File: src/rtl/riscv_pkg.sv
// Shared widths, instruction field positions and reset defaults for the fetch front end.
// Parameters only: no logic, no latency, no backpressure.
// Field slices follow the base RV32 encoding.
package riscv_pkg;

    localparam int XLEN        = 32;
    localparam int INSTR_W     = 32;
    localparam int FETCH_DEPTH = 2;

    localparam int OP_LSB   = 0;
    localparam int OP_MSB   = 6;
    localparam int F3_LSB   = 12;
    localparam int F3_MSB   = 14;
    localparam int F7_5_BIT = 30;

    localparam logic [XLEN-1:0] RESET_PC = '0;

endpackage

File: src/rtl/fetch_unit_if.sv
// Bundle of memory request/response, redirect and decode-side handshakes.
// Pure wiring: no latency; valid/ready on requests and decode, valid-only on responses.
// The master modport is the fetch unit, the slave modport is its environment.
interface fetch_unit_if
    import riscv_pkg::*;
#(
    parameter int XLEN = riscv_pkg::XLEN
);

    logic               imem_req_valid;
    logic               imem_req_ready;
    logic [XLEN-1:0]    imem_addr;
    logic               imem_resp_valid;
    logic [INSTR_W-1:0] imem_rdata;
    logic               redirect_valid;
    logic [XLEN-1:0]    redirect_pc;
    logic               instr_valid;
    logic               instr_ready;
    logic [INSTR_W-1:0] instr;
    logic [XLEN-1:0]    instr_pc;
    logic [6:0]         op;
    logic [2:0]         funct3;
    logic               funct75;

    modport master (
        output imem_req_valid, imem_addr,
        input  imem_req_ready,
        input  imem_resp_valid, imem_rdata,
        input  redirect_valid, redirect_pc,
        output instr_valid, instr, instr_pc, op, funct3, funct75,
        input  instr_ready
    );

    modport slave (
        input  imem_req_valid, imem_addr,
        output imem_req_ready,
        output imem_resp_valid, imem_rdata,
        output redirect_valid, redirect_pc,
        input  instr_valid, instr, instr_pc, op, funct3, funct75,
        output instr_ready
    );

endinterface

File: src/rtl/fetch_fifo.sv
// Synchronous FIFO of {instr, pc} entries with flush.
// Latency: a push is visible at the head the cycle after it is written.
// Backpressure: none internally; the caller's credit scheme keeps pushes within capacity.
module fetch_fifo
    import riscv_pkg::*;
#(
    parameter int DEPTH = FETCH_DEPTH,
    parameter int W     = INSTR_W + XLEN
) (
    input  logic                         clk,
    input  logic                         rst,
    input  logic                         push,
    input  logic                         pop,
    input  logic                         flush,
    input  logic [W-1:0]                 wdata,
    output logic [W-1:0]                 rdata,
    output logic [$clog2(DEPTH+1)-1:0]   count
);

    localparam int AW = (DEPTH > 1) ? $clog2(DEPTH) : 1;
    localparam int CW = $clog2(DEPTH+1);

    logic [W-1:0]  mem [DEPTH];
    logic [AW-1:0] wr_ptr;
    logic [AW-1:0] rd_ptr;
    logic          do_push;
    logic          do_pop;

    function automatic logic [AW-1:0] ptr_inc(input logic [AW-1:0] p);
        return (p == AW'(DEPTH-1)) ? '0 : p + AW'(1);
    endfunction

    // A pop frees its slot in the same cycle, so a full FIFO may still accept a push.
    assign do_pop  = pop && (count != '0);
    assign do_push = push && ((count != CW'(DEPTH)) || do_pop);
    assign rdata   = mem[rd_ptr];

    always_ff @(posedge clk or posedge rst) begin
        if (rst) begin
            wr_ptr <= '0;
            rd_ptr <= '0;
            count  <= '0;
        end else if (flush) begin
            wr_ptr <= '0;
            rd_ptr <= '0;
            count  <= '0;
        end else begin
            if (do_push) wr_ptr <= ptr_inc(wr_ptr);
            if (do_pop)  rd_ptr <= ptr_inc(rd_ptr);
            count <= count + CW'(do_push) - CW'(do_pop);
        end
    end

    always_ff @(posedge clk) begin
        if (do_push && !flush) mem[wr_ptr] <= wdata;
    end

endmodule

File: src/rtl/fetch_unit.sv
// Instruction fetch: PC, in-order imem requests, response buffering, redirect flush.
// Latency: request -> response -> head valid the cycle after the response (no bypass).
// Backpressure: requests throttled so buffered + outstanding never exceeds DEPTH.
module fetch_unit
    import riscv_pkg::*;
#(
    parameter int              XLEN     = riscv_pkg::XLEN,
    parameter int              DEPTH    = FETCH_DEPTH,
    parameter logic [XLEN-1:0] RESET_PC = riscv_pkg::RESET_PC
) (
    input  logic         clk,
    input  logic         rst,
    fetch_unit_if.master bus
);

    localparam int CW = $clog2(DEPTH+1);
    localparam int EW = INSTR_W + XLEN;

    logic [XLEN-1:0]    pc;
    logic [XLEN-1:0]    resp_pc;
    logic [CW-1:0]      outstanding;
    logic [CW-1:0]      outstanding_next;
    logic [CW-1:0]      drop_cnt;
    logic [CW-1:0]      fifo_count;
    logic [XLEN-1:0]    redirect_tgt;
    logic [EW-1:0]      head;
    logic [INSTR_W-1:0] head_instr;
    logic               req_fire;
    logic               resp_ok;
    logic               resp_drop;
    logic               push;
    logic               pop;

    assign bus.imem_req_valid = !rst && !bus.redirect_valid &&
                                ((32'(fifo_count) + 32'(outstanding)) < 32'(DEPTH));
    assign bus.imem_addr      = pc;

    assign req_fire  = bus.imem_req_valid && bus.imem_req_ready;
    // A response with nothing outstanding is a protocol error and is ignored.
    assign resp_ok   = bus.imem_resp_valid && (outstanding != '0);
    assign resp_drop = resp_ok && (drop_cnt != '0);
    assign push      = resp_ok && !resp_drop;
    assign pop       = bus.instr_valid && bus.instr_ready;

    assign outstanding_next = outstanding + CW'(req_fire) - CW'(resp_ok);
    assign redirect_tgt     = bus.redirect_pc & ~XLEN'(3);

    fetch_fifo #(
        .DEPTH (DEPTH),
        .W     (EW)
    ) u_fifo (
        .clk   (clk),
        .rst   (rst),
        .push  (push),
        .pop   (pop),
        .flush (bus.redirect_valid),
        .wdata ({bus.imem_rdata, resp_pc}),
        .rdata (head),
        .count (fifo_count)
    );

    // Head fields are masked while empty so stale storage never leaks to decode.
    assign bus.instr_valid = (fifo_count != '0);
    assign head_instr      = bus.instr_valid ? head[EW-1:XLEN] : '0;
    assign bus.instr       = head_instr;
    assign bus.instr_pc    = bus.instr_valid ? head[XLEN-1:0] : '0;
    assign bus.op          = head_instr[OP_MSB:OP_LSB];
    assign bus.funct3      = head_instr[F3_MSB:F3_LSB];
    assign bus.funct75     = head_instr[F7_5_BIT];

    always_ff @(posedge clk or posedge rst) begin
        if (rst) begin
            pc          <= RESET_PC;
            resp_pc     <= RESET_PC;
            outstanding <= '0;
            drop_cnt    <= '0;
        end else begin
            outstanding <= outstanding_next;
            if (bus.redirect_valid) begin
                // Everything still in flight after this cycle belongs to the old path.
                pc       <= redirect_tgt;
                resp_pc  <= redirect_tgt;
                drop_cnt <= outstanding_next;
            end else begin
                if (req_fire)  pc       <= pc + XLEN'(4);
                if (push)      resp_pc  <= resp_pc + XLEN'(4);
                if (resp_drop) drop_cnt <= drop_cnt - CW'(1);
            end
        end
    end

endmodule

File: src/flat_wrapper.sv
// flat-port wrapper written by rule: the top's interface ports become plain ports
module fetch_unit_flat import riscv_pkg::*;
#(
    parameter int              XLEN     = riscv_pkg::XLEN,
    parameter int              DEPTH    = FETCH_DEPTH,
    parameter logic [XLEN-1:0] RESET_PC = riscv_pkg::RESET_PC
)
  (clk, rst, bus_imem_req_valid, bus_imem_addr, bus_imem_req_ready, bus_imem_resp_valid, bus_imem_rdata, bus_redirect_valid, bus_redirect_pc, bus_instr_valid, bus_instr, bus_instr_pc, bus_op, bus_funct3, bus_funct75, bus_instr_ready);
  fetch_unit_if #(.XLEN(XLEN)) bus_i ();
  input  logic clk;
  input  logic rst;
  output wire logic [$bits(bus_i.imem_req_valid)-1:0] bus_imem_req_valid;
  output wire logic [$bits(bus_i.imem_addr)-1:0] bus_imem_addr;
  input wire logic [$bits(bus_i.imem_req_ready)-1:0] bus_imem_req_ready;
  input wire logic [$bits(bus_i.imem_resp_valid)-1:0] bus_imem_resp_valid;
  input wire logic [$bits(bus_i.imem_rdata)-1:0] bus_imem_rdata;
  input wire logic [$bits(bus_i.redirect_valid)-1:0] bus_redirect_valid;
  input wire logic [$bits(bus_i.redirect_pc)-1:0] bus_redirect_pc;
  output wire logic [$bits(bus_i.instr_valid)-1:0] bus_instr_valid;
  output wire logic [$bits(bus_i.instr)-1:0] bus_instr;
  output wire logic [$bits(bus_i.instr_pc)-1:0] bus_instr_pc;
  output wire logic [$bits(bus_i.op)-1:0] bus_op;
  output wire logic [$bits(bus_i.funct3)-1:0] bus_funct3;
  output wire logic [$bits(bus_i.funct75)-1:0] bus_funct75;
  input wire logic [$bits(bus_i.instr_ready)-1:0] bus_instr_ready;
  assign bus_imem_req_valid = bus_i.imem_req_valid;
  assign bus_imem_addr = bus_i.imem_addr;
  assign bus_i.imem_req_ready = bus_imem_req_ready;
  assign bus_i.imem_resp_valid = bus_imem_resp_valid;
  assign bus_i.imem_rdata = bus_imem_rdata;
  assign bus_i.redirect_valid = bus_redirect_valid;
  assign bus_i.redirect_pc = bus_redirect_pc;
  assign bus_instr_valid = bus_i.instr_valid;
  assign bus_instr = bus_i.instr;
  assign bus_instr_pc = bus_i.instr_pc;
  assign bus_op = bus_i.op;
  assign bus_funct3 = bus_i.funct3;
  assign bus_funct75 = bus_i.funct75;
  assign bus_i.instr_ready = bus_instr_ready;
  fetch_unit #(.XLEN(XLEN), .DEPTH(DEPTH), .RESET_PC(RESET_PC)) u_core (.clk(clk), .rst(rst), .bus(bus_i));
endmodule
File: config.mk
export PLATFORM = sky130hd
export DESIGN_NAME = fetch_unit_flat
export DESIGN_NICKNAME = d
export VERILOG_FILES = /design/src/rtl/riscv_pkg.sv /design/src/rtl/fetch_unit_if.sv /design/src/rtl/fetch_fifo.sv /design/src/rtl/fetch_unit.sv /design/src/flat_wrapper.sv
export SDC_FILE = /design/constraint.sdc
export NUM_CORES = 1
export LEC_CHECK = 0
export CAP_MARGIN = 20
export CORE_MARGIN = 2
export CORE_UTILIZATION = 56
export DETAILED_ROUTE_END_ITERATION = 6
export PLACE_DENSITY = 0.95
export REMOVE_ABC_BUFFERS = 1
export SLEW_MARGIN = 10
export SYNTH_ARGS = -nofsm -noshare
export SYNTH_HDL_FRONTEND = slang
export SYNTH_SLANG_ARGS = --single-unit
File: constraint.sdc
create_clock -name clk -period 10.5 [get_ports clk]
set_input_delay 2.1 -clock clk [delete_from_list [all_inputs] [get_ports clk]]
set_output_delay 2.1 -clock clk [all_outputs]
set_load 0.02 [all_outputs]
==> summary.md <==
| Metric | Value |
|---|---|
| Slowest-stage cell, CP | or4_4 |
| Startpoint Class | input pin |
| H-tree Lvls | 4 |
| I/O pin count | 179 |
| Layout fillers | 956 |
| Antenna-violating nets left | 0 |
| RSZ-0062 raised after global routing | false |
| Synth top area cells | edfxtp_1, dfrtp_1, mux2i_1, nor2_1, nand2_1 |
| Port bufs | between 150 and 200 |
| Synth unique cells | 56 |
| Top Usage Layer GRT | met2 |
| Synth Flop Type | edfxtp_1 |
| Hold Buf Count CTS | 0 |
| GR Util met1 | 30.5% |
| Fin nets | 942 |
| Fmax | 166 MHz |
| Syn-to-layout area delta | 28.4% |
| CP cell instances | buf_2 -> buf_4 -> or4_4 -> clkinv_2 -> clkdlybuf4s50_1 |
| Post-CTS resize count | 0 |
| TritonCTS clock tree | yes |
| Post-synthesis sequential area ratio | between 60% and 70% |
| Worst Path Required | 8400 ps |
| Worst skew pair latency | 430 ps |
| Post-layout util | between 70% and 80% |
| Minimum clock period after layout | roughly 6000 ps |
| EDFF count, synth | 124 |
| Clock Tree Buf Depth | 2 |
| Drt pass-1 iters | 6 |
| Syn Inst Count | 707 |
| Critical Path Fanout Max | 61 |
| Rows | 45 |
| Vias/cell | 5.79 |
| Status | finished, final reports clean |
| GRT Residual Overflow | 0 |
| DIE WIDTH | 129 um |
| Via count | 6171 |
| Met3 Track Usage GR | 6.11% |
| Clk sinks | 192 |
| Endpoint class of the critical path | primary output |
| Clock slew at reported path FFs | ~60 ps |
| Ys async rst share | 35.4% |
| Crit Path Class | in -> out |
| Syn avg cell area | around 12 um^2 |
| DRT iter0 DRCs | 500 |
| Die height | around 130 um |
| Vias in the first global route | 5915 |
| Static Leak | 4.00 nW |
| Area of the multi-input gates | 3030 um^2 |
| Hpwl dp | 13100 um |
| Max-Cap Viols | 0 |
| Worst Hold Class | reg -> reg |
| Wire length of the first global-routing pass | 30300 um |
| Synth area leader | edfxtp_1 |
| Final wirelength | around 20000 um |
| Endpoints failing hold | 0 |
| Cell with the most instances after synthesis | edfxtp_1 |
| Worst Skew | just over 9 ps |
| Setup TNS | 0 ps |
| Final period util | 57.2% |
| Share of cells above drive strength 1 | 7.53% |
| Starting Density | 57.2% |
| Slew HR | 25.4% |
| PwrDens | 225 nW/um^2 |
| Share of the synthesized area in the top cell type | 42.8% |
| Post-Syn Area | around 8700 um^2 |
| Post-CTS Setup Inserts | 0 |
| Root cell of the clock tree | clkbuf_16 |
| Full die area | ~17000 um^2 |
| Residual DRC | 0 |
| GR met2 Demand/Resource | 38.9% |
| Antenna violations before repair | 0 |
| Yosys warns | 0 |
| Yosys reg bits | 192 |
| Pin count of the biggest net entering global routing | 64 |
| Ant diodes | 0 |
| Worst stage delay on the critical path | between 600 and 700 ps |
| Num CTS Buffers | 17 |
| Gr usage total | 23.7% |
| Crit path buffers/inverters | 4 |
| Delay-heaviest family, CP | buffers and inverters |
| Placer Congestion | 0.878 |
| Post-layout power | 2.51 mW |
| Maximum vdd ir drop | 0.131 mV |
| Register Area | 5430 um^2 |
| Measured slew at the worst slew-check pin | between 1000 and 1500 ps |
| WL/cell | 18.3 um |
| Worst EP arrival | 3910 ps |
| Hold slack | 514 ps |
| Placeable Area | about 15000 um^2 |
| Top cell types by occurrence after synthesis | edfxtp_1, nor2_1, dfrtp_1 |
| Final max-slew violation count | 0 |
| Final setup violation count | 0 |
==> final cells by class <==
cell class / count / share of cell area, %
Multi-Input combinational cell: 461 / 27.1
Clock buffer: 23 / 4.10
Clock inverter: 9 / 1.83
Inverter: 13 / 0.448
Tap cell: 188 / 2.11
Sequential cell: 192 / 48.6
Timing Repair Buffer: 179 / 15.8
==> where the power goes <==
group / leakage [nW] / internal (mW) / switching (mW) / total, mW
clock network: 0.312 / 0.454 / 0.262 / 0.716
logic: 1.75 / 0.366 / 0.425 / 0.791
registers: 1.94 / 0.892 / 0.112 / 1.00
==> worst paths after layout <==
path	startpoint	endpoint	slack [ps]	cells after the start
worst min register to register	u_core.resp_pc[31]	u_core.u_fifo.mem[0][31]	510	0
max in group asynchronous	rst	u_core.bus.imem_addr[23]	7450	3
min in group asynchronous	rst	u_core.u_fifo.wr_ptr	2100	2
worst min-delay path	u_core.resp_pc[31]	u_core.u_fifo.mem[0][31]	510	0
worst max-delay path	bus_redirect_valid	bus_imem_req_valid	4490	5
worst max register to register	u_core.outstanding[0]	u_core.bus.imem_addr[6]	7130	9
==> logic make-up (layout without fill, tap and decap cells) <==
| logic type | after synthesis | count (layout) | synth area share (%) |
|---|---|---|---|
| AOI/OAI and AO/OA | 73 | 73 | 5.36 |
| other | 1 | 4 | 0.0431 |
| DFF | 192 | 192 | 62.4 |
| xor gates and xnor gates | 43 | 43 | 4.33 |
| muxes | 73 | 73 | 8.53 |
| adders and majority gates | 8 | 8 | 1.24 |
| buffers and inverters | 57 | 224 | 3.18 |
| and+or+nand+nor | 260 | 260 | 15.0 |
==> per-stage QoR <==
step / setup WS, ps / cells / cell area [um^2]
after CTS: 4500 / 1065 / 11200
after detailed placement: 4510 / 1033 / 10500
after global placement: 4500 / 1031 / 10500
after floorplan: 2850 / 666 / 8480
final: 4490 / 1065 / 11200
after global routing: 4430 / 1065 / 11200
==> registers in the layout (all words and copies together) (netlist names) <==
signal,flops
u_core.bus.imem_addr,30
u_core.u_fifo.wr_ptr,1
u_core.outstanding,2
u_core.resp_pc,30
u_core.drop_cnt,2
u_core.u_fifo.count,2
u_core.u_fifo.rd_ptr,1
u_core.u_fifo.mem,124
==> cells in the final DEF, fill, tap and decap left out, types with 3 or more instances in the layout <==
| cell type | synthesis | layout |
|---|---|---|
| clkdlybuf4s50_1 | 0 | 171 |
| edfxtp_1 | 124 | 124 |
| nor2_1 | 87 | 86 |
| dfrtp_1 | 68 | 67 |
| nand2_1 | 66 | 66 |
| mux2i_1 | 64 | 64 |
| o21ai_0 | 29 | 29 |
| nand3_1 | 24 | 24 |
| nand4_1 | 23 | 23 |
| xor2_1 | 22 | 22 |
| xnor2_1 | 21 | 21 |
| clkbuf_16 | 0 | 17 |
| and3_1 | 15 | 15 |
| o211ai_1 | 10 | 10 |
| inv_1 | 10 | 9 |
| nor3_1 | 10 | 9 |
| mux2_2 | 9 | 9 |
| a21oi_1 | 7 | 7 |
| ha_1 | 7 | 7 |
| buf_4 | 15 | 7 |
| a31oi_1 | 6 | 6 |
| bufinv_16 | 0 | 6 |
| nor4_1 | 5 | 5 |
| clkbuf_1 | 20 | 5 |
| and2_1 | 4 | 4 |
| or3_1 | 4 | 4 |
| nor3_2 | 3 | 4 |
| conb_1 | 1 | 4 |
| nand2b_1 | 3 | 3 |
| o21ai_1 | 3 | 3 |
| o311ai_0 | 3 | 3 |
| nor4_4 | 3 | 3 |
| o311ai_1 | 3 | 3 |
==> routing by layer <==
| metal | vias up | share of wire (%) |
|---|---|---|
| met5 | - | 0 |
| li1 | 2863 | - |
| met3 | 41 | 8.7 |
| met4 | 0 | 2.4 |
| met1 | 2945 | 41 |
| met2 | 322 | 48 |
No activity file was read; power rests on OpenSTA's default activity.
